===== src/rtl/serial_subtractor.sv =====
// serial_subtractor
//   Bit-serial unsigned subtractor: diff = (a - b - bin) mod 2^WIDTH.
//   The operands are handled one bit per clock, LSB first, through a single
//   borrow flip-flop. A start/busy/done handshake frames each operation, and
//   the result stays registered until the next operation completes.
//
// Ports
//   clock  in   rising-edge clock
//   reset  in   synchronous, active-high reset
//   start  in   operation request, sampled only in IDLE
//   a      in   minuend   [WIDTH-1:0], sampled on the accepting edge
//   b      in   subtrahend[WIDTH-1:0], sampled on the accepting edge
//   bin    in   borrow-in, sampled on the accepting edge
//   busy   out  high while bits are being processed (state == CALC)
//   done   out  one-cycle pulse when the result is valid (state == DONE)
//   diff   out  registered difference [WIDTH-1:0]
//   bout   out  registered borrow-out
//   zero   out  registered, 1 iff diff == 0
//
// Legal WIDTH range: 2..16.

module serial_subtractor #(
  parameter int unsigned WIDTH = 4
) (
  input  logic             clock,
  input  logic             reset,
  input  logic             start,
  input  logic [WIDTH-1:0] a,
  input  logic [WIDTH-1:0] b,
  input  logic             bin,
  output logic             busy,
  output logic             done,
  output logic [WIDTH-1:0] diff,
  output logic             bout,
  output logic             zero
);

  // Counter indexes bits 0..WIDTH-1 and never needs to wrap.
  localparam int unsigned CNT_W  = (WIDTH > 2) ? $clog2(WIDTH) : 1;
  // Working register holds the WIDTH-1 lower result bits; the top bit is
  // merged in on the final cycle, so nothing ever falls off the end.
  localparam int unsigned WORK_W = WIDTH - 1;

  localparam logic [CNT_W-1:0] LAST_BIT = CNT_W'(WIDTH - 1);

  localparam logic [1:0] ST_IDLE = 2'd0;
  localparam logic [1:0] ST_CALC = 2'd1;
  localparam logic [1:0] ST_DONE = 2'd2;

  logic [1:0]        state_q,  state_d;
  logic [WIDTH-1:0]  a_q,      a_d;
  logic [WIDTH-1:0]  b_q,      b_d;
  logic              borrow_q, borrow_d;
  logic [CNT_W-1:0]  cnt_q,    cnt_d;
  logic [WORK_W-1:0] work_q,   work_d;
  logic [WIDTH-1:0]  diff_q,   diff_d;
  logic              bout_q,   bout_d;
  logic              zero_q,   zero_d;

  logic              diff_bit;
  logic              borrow_nxt;
  logic [WIDTH-1:0]  result_full;

  // One-bit full subtractor on the current LSBs.
  always_comb begin
    diff_bit   = a_q[0] ^ b_q[0] ^ borrow_q;
    borrow_nxt = (~a_q[0] & b_q[0]) | (~a_q[0] & borrow_q) | (b_q[0] & borrow_q);
  end

  // Completed result as it stands once the current bit is included.
  assign result_full = {diff_bit, work_q};

  // State and datapath registers.
  always_ff @(posedge clock) begin
    if (reset) begin
      state_q  <= ST_IDLE;
      a_q      <= '0;
      b_q      <= '0;
      borrow_q <= 1'b0;
      cnt_q    <= '0;
      work_q   <= '0;
      diff_q   <= '0;
      bout_q   <= 1'b0;
      zero_q   <= 1'b0;
    end else begin
      state_q  <= state_d;
      a_q      <= a_d;
      b_q      <= b_d;
      borrow_q <= borrow_d;
      cnt_q    <= cnt_d;
      work_q   <= work_d;
      diff_q   <= diff_d;
      bout_q   <= bout_d;
      zero_q   <= zero_d;
    end
  end

  // Next-state and datapath update.
  always_comb begin
    state_d  = state_q;
    a_d      = a_q;
    b_d      = b_q;
    borrow_d = borrow_q;
    cnt_d    = cnt_q;
    work_d   = work_q;
    diff_d   = diff_q;
    bout_d   = bout_q;
    zero_d   = zero_q;

    unique case (state_q)
      ST_IDLE: begin
        if (start) begin
          a_d      = a;
          b_d      = b;
          borrow_d = bin;
          cnt_d    = '0;
          state_d  = ST_CALC;
        end
      end

      ST_CALC: begin
        a_d      = {1'b0, a_q[WIDTH-1:1]};
        b_d      = {1'b0, b_q[WIDTH-1:1]};
        borrow_d = borrow_nxt;
        // Shift the new bit in at the top of the working register.
        work_d   = (work_q >> 1) | (WORK_W'(diff_bit) << (WORK_W - 1));
        cnt_d    = cnt_q + CNT_W'(1);
        if (cnt_q == LAST_BIT) begin
          diff_d  = result_full;
          bout_d  = borrow_nxt;
          zero_d  = (result_full == '0);
          cnt_d   = '0;
          state_d = ST_DONE;
        end
      end

      ST_DONE: begin
        state_d = ST_IDLE;
      end

      default: begin
        state_d = ST_IDLE;
      end
    endcase
  end

  // Handshake decoded straight from the state register.
  assign busy = (state_q == ST_CALC);
  assign done = (state_q == ST_DONE);

  assign diff = diff_q;
  assign bout = bout_q;
  assign zero = zero_q;

endmodule

===== config.mk =====
export PLATFORM = sky130hd
export DESIGN_NAME = serial_subtractor
export DESIGN_NICKNAME = d
export VERILOG_FILES = /design/src/rtl/serial_subtractor.sv
export SDC_FILE = /design/constraint.sdc
export NUM_CORES = 1
export LEC_CHECK = 0
export CORE_MARGIN = 3
export CORE_UTILIZATION = 25
export DETAILED_ROUTE_END_ITERATION = 10
export GPL_TIMING_DRIVEN = 0
export PLACE_DENSITY = 0.51
export SYNTH_ARGS = -nofsm -noshare
export SYNTH_HDL_FRONTEND = slang
export SYNTH_SLANG_ARGS = --single-unit

===== constraint.sdc =====
create_clock -name clock -period 3.2 [get_ports clock]
set_clock_uncertainty 0.1 [all_clocks]
set_input_delay 0.8 -clock clock [delete_from_list [all_inputs] [get_ports clock]]
set_output_delay 0.8 -clock clock [all_outputs]
set_load 0.02 [all_outputs]

-- After elaboration in Yosys (flattened, before gate mapping)
Cells that the tools add are included.
- flip-flop bits (word level): 22
- input bits: 12
- word-level logic and storage cells: 42
- add/subtract/negate cells: 1
- equal/unequal tests: 5
- multiplexer cells: 12
- bitwise logic cells: 9
- reductions and logical operators: 6
- operators by type and width (cell ; count):
    $pmux 4 s2 ; 2
    $mux 2 ; 4
    $mux 4 ; 2
    $pmux 2 s2 ; 2
    $reduce_and 2->1 ; 3
    $eq 2x2->1 const B ; 2
    $logic_not 4->1 ; 1
    $and 1x1->1 ; 3
    $or 2x3->3 ; 1
    $add 2x1->2 const B ; 1
    $eq 2x1->1 const B ; 1
    $logic_not 2->1 ; 1
    $ne 2x1->1 const B ; 1
    $ne 2x2->1 const B ; 1
    $or 1x1->1 ; 2
    $pmux 1 s2 ; 1
    $reduce_bool 2->1 ; 1
    $xor 1x1->1 ; 2
    $mux 1 ; 1
    $not 1->1 ; 1

-- Longest topological paths before layout
- depth in word-level cells: 5
- mapped depth: 5
- depth with buffers taken out: 5

-- Worst setup path after synthesis
Ideal clock, no wire load.
- path type: register -> output
- start point: reg state_q[0]
- end point: out done
- arrival time: 809 ps
- data required time: 2300 ps
- setup slack: 1491 ps
- stages on the path, launching flop included: 3
- cells stage by stage: dfxtp_1 buf_6 nor2b_1
- longest elaborated chain between the ends: 1
- RTL lines (what ; line ; text):
    start, declared ; 50 ; logic [1:0] state_q, state_d;
    start signal, assigned ; 86 ; state_q <= state_d;
    $eq 2x2->1 ; 149 ; assign done = (state_q == ST_DONE);
    end, declared ; 32 ; output logic done,
No other way between the ends.

-- Worst setup path after layout
- start point: reg state_q[0]
- end point: out busy
- longest elaborated chain between the ends: 1
- RTL lines (what ; line ; text):
    $eq 2x1->1 ; 148 ; assign busy = (state_q == ST_CALC);
    end, declared ; 31 ; output logic busy,
No other way between the ends.

==> out/results.tsv <==
stage	metric	value	unit
synth	synthMuxAreaShare	10.11	%
timing	hold_viol	0	
timing	setup_ws	706.1	ps
routing	routed-via-count	730	
synth	ys_seq_elements	22	
die	core_area	3744	sq um
setup_path	cp.required	2300	ps
setup_path	endpoint_kind	output port	
timing	finalSetupViolations	0	
synth	netlist_instances	96	
routing	totalWireLength	1.921	mm
routing	postRouteAntennaNets	0	
synth	synth_largest_area_cell	dfxtp_1	
synth	synth_top_family_by_area	compound AO/OA/AOI/OAI gates	
global_routing	grtUsageTotal	9.538	%
pwr	leakage	0.4637	nW
synth	synth_most_common_cell	dfxtp_1	
die	die_x	68.92	um
clocking	clkLatencyLatePin	260	ps
die	initial_core_util	26.44	%
final_layout	final_layout_size_suffix_gt1_share	14.41	%
clocking	cts_setup_buffers	0	
synth	postSynth.asyncResetShare	0	%
synth	netlist_top_cells_area	dfxtp_1 (45%), mux2i_1 (10%), a211oi_2 (7.6%), nor2_1 (5.3%), nand2_1 (3.8%)	
setup_path	crit_type	flip-flop to output port	
setup_path	r2r-end	zero	
timing	fin_tns_setup	0	ps
setup_path	rr_startpoint	a_q[0]	
timing	tightest_slew	561.0	ps
place	numPortBuffers	19	
place	dp_cells	163	
final_layout	final_cells	166	
timing	fmax	401.0	MHz
synth	synth_ff_type	dfxtp_1	
routing	first_iter_violations	19	
setup_path	r2r_slack	1490	ps
die	ios	20	
global_routing	grt_pass1_wl	3.325	mm
synth	synth-edff-count	0	
clocking	cts_tree	yes	
clocking	cts_hold_buf	0	
setup_path	worst_ep_arrival_time	1590	ps
final_layout	n_antenna_cell	0	
synth	yosys_warnings	0	
global_routing	grt_overflow	0	
clocking	cts_sinks	22	
clocking	cts_made_buffers	3	
timing	finalCritPeriodShare	77.93	%
synth	synth_area	989.7	sq um
synth	synthAdderAreaFrac	3.287	%
routing	wl_per_cell	11.57	um
place	dp_hpwl	1.480	mm
die	dieHeight	68.92	um
synth	synth-xor-area-share	0	%
synth	synthesis.nets	110	
pwr	powerDensity	430.9	nW/um^2
global_routing	antenna_found_initial	0	
setup_path	path_max_fanout	7	
synth	synth_compound_area_share	17.83	%
final_layout	nNetsFinal	134	
timing	maxSlewViolCount	0	
timing	rsz0062_at_grt	false	
status	status	complete, no violations	
final_layout	nFillCells	403	
synth	avgSynthCellArea	10.31	sq um
global_routing	grt_max_degree	12	
flow_run	drv_cap	0	
routing	drtPass1Iterations	2	
place	gp_congestion	0.7071	
pwr	ir_drop	0.0001366	V
place	pre_cts_slack	977.4	ps
clocking	clkTransAtPathRegs	70	ps
final_layout	syn2layout_area_growth	29.46	%
die	rows	22	
setup_path	r2r_cells	5	
min_path	hold_path.class	flip-flop to flip-flop	
clocking	cts_max_path_buffers	2	
clocking	htree_levels	1	
synth	synthTopCellsByCount	dfxtp_1 (22), nor2_1 (14), mux2i_1 (10), nand2_1 (10), a211oi_2 (6)	
setup_path	critPathLaunch	state_q[0]	
setup_path	critPathLaunchType	flip-flop	
synth	yosys.area_share.simple	17.70	%
routing	viasPerCell	4.398	
routing	drc_errors	0	
synth	yosysSeqAreaShare	44.50	%
setup_path	critPathCapture	busy	
timing	slew_headroom	62.60	%
global_routing	grt_pass1_vias	778	
clocking	cts_resized	0	
timing	min_period	2494	ps
clocking	root_buffer	clkbuf_8	
synth	ys_types	26	
synth	yosysTopAreaCellShare	44.50	%
die	dieArea	4750	sq um
## sequential cells by signal (all words and copies together), names as in the netlist
register  count
work_q        3
cnt_q         2
a_q           4
state_q       2
b_q           4
zero          1
bout          1
diff          4
borrow_q      1
## critical path, stage by stage (launching register included)
cell and delay (ps):
dfxtp_1 440, and2b_1 170, buf_6 130, clkdlybuf4s50_1 600
## layout by cell type, fill, tap and decap left out, drive strengths merged
cell           count
nand3b             1
dfxtp             22
nor4b              1
clkdlybuf4s50     19
inv                2
ha                 1
clkbuf             4
a211oi             9
o21ba              1
fa                 1
buf                5
o21bai             1
nor3b              1
and3b              1
nand2             10
a21oi              5
and2b              1
nor2              17
a22oi              4
nor2b              1
mux2i             10
nor3               1
## final cells by class
class / count / area (sq um) / share of cell area, %
well taps: 48 / 60.06 / 4.687
multi-input cells: 66 / 484.2 / 37.79
flip-flops and latches: 22 / 440.4 / 34.37
inverters: 2 / 7.507 / 0.5859
repair buffers: 19 / 190.2 / 14.84
plain buffers: 6 / 57.56 / 4.492
clock buffers: 3 / 41.29 / 3.223
## stage by stage
| stage | total power (W) | hold WS, ps | utilization, % | cell area (sq um) |
|---|---|---|---|---|
| global route | 0.0005833 | 393.6 | 34.22 | 1281 |
| global placement | 0.0003938 | 348.5 | 33.12 | 1240 |
| floorplan | 0.0003658 | 344.4 | - | 989.7 |
| finish | 0.0005521 | 358.2 | 34.22 | 1281 |
| CTS | 0.0005639 | 363.4 | 34.22 | 1281 |
| detailed placement | 0.0003961 | 352.8 | 33.12 | 1240 |
## power breakdown
group | switching [W] | total, W | internal [W]
clock network | 0.0000803 | 0.000164 | 0.0000838
registers | 0.0000112 | 0.000298 | 0.000287
logic | 0.0000409 | 0.0000895 | 0.0000485
total | 0.000132 | 0.000552 | 0.000420
## how the worst min path moves through the flow
stage              start       to  slack (ps)  cells past startpoint
6_report         diff[2]  diff[2]         360                      2
3_3_place_gp        zero     zero         350                      2
3_5_place_dp     diff[2]  diff[2]         350                      2
4_1_cts          diff[2]  diff[2]         360                      2
5_1_grt          diff[2]  diff[2]         390                      2
2_1_floorplan  work_q[0]  diff[0]         340                      2
## per-layer routing
metal  routed length, um  global-route usage [%]  up-vias  share of wire, %
met2                 930                   15.83       12                48
met1                 891                   11.38      335                46
met4                  50                   6.813        0               2.6
met5                   0                       0        -                 0
li1                    -                       -      379                 -
met3                  49                  0.9724        4               2.6
## kinds of logic after synthesis
logic type / Yosys count
and+or+nand+nor: 34
DFF: 22
AOI/OAI and AO/OA: 20
muxes: 10
buffers and inverters: 8
adders and majority gates: 2
Note: power is estimated with default switching activity, not from simulation.
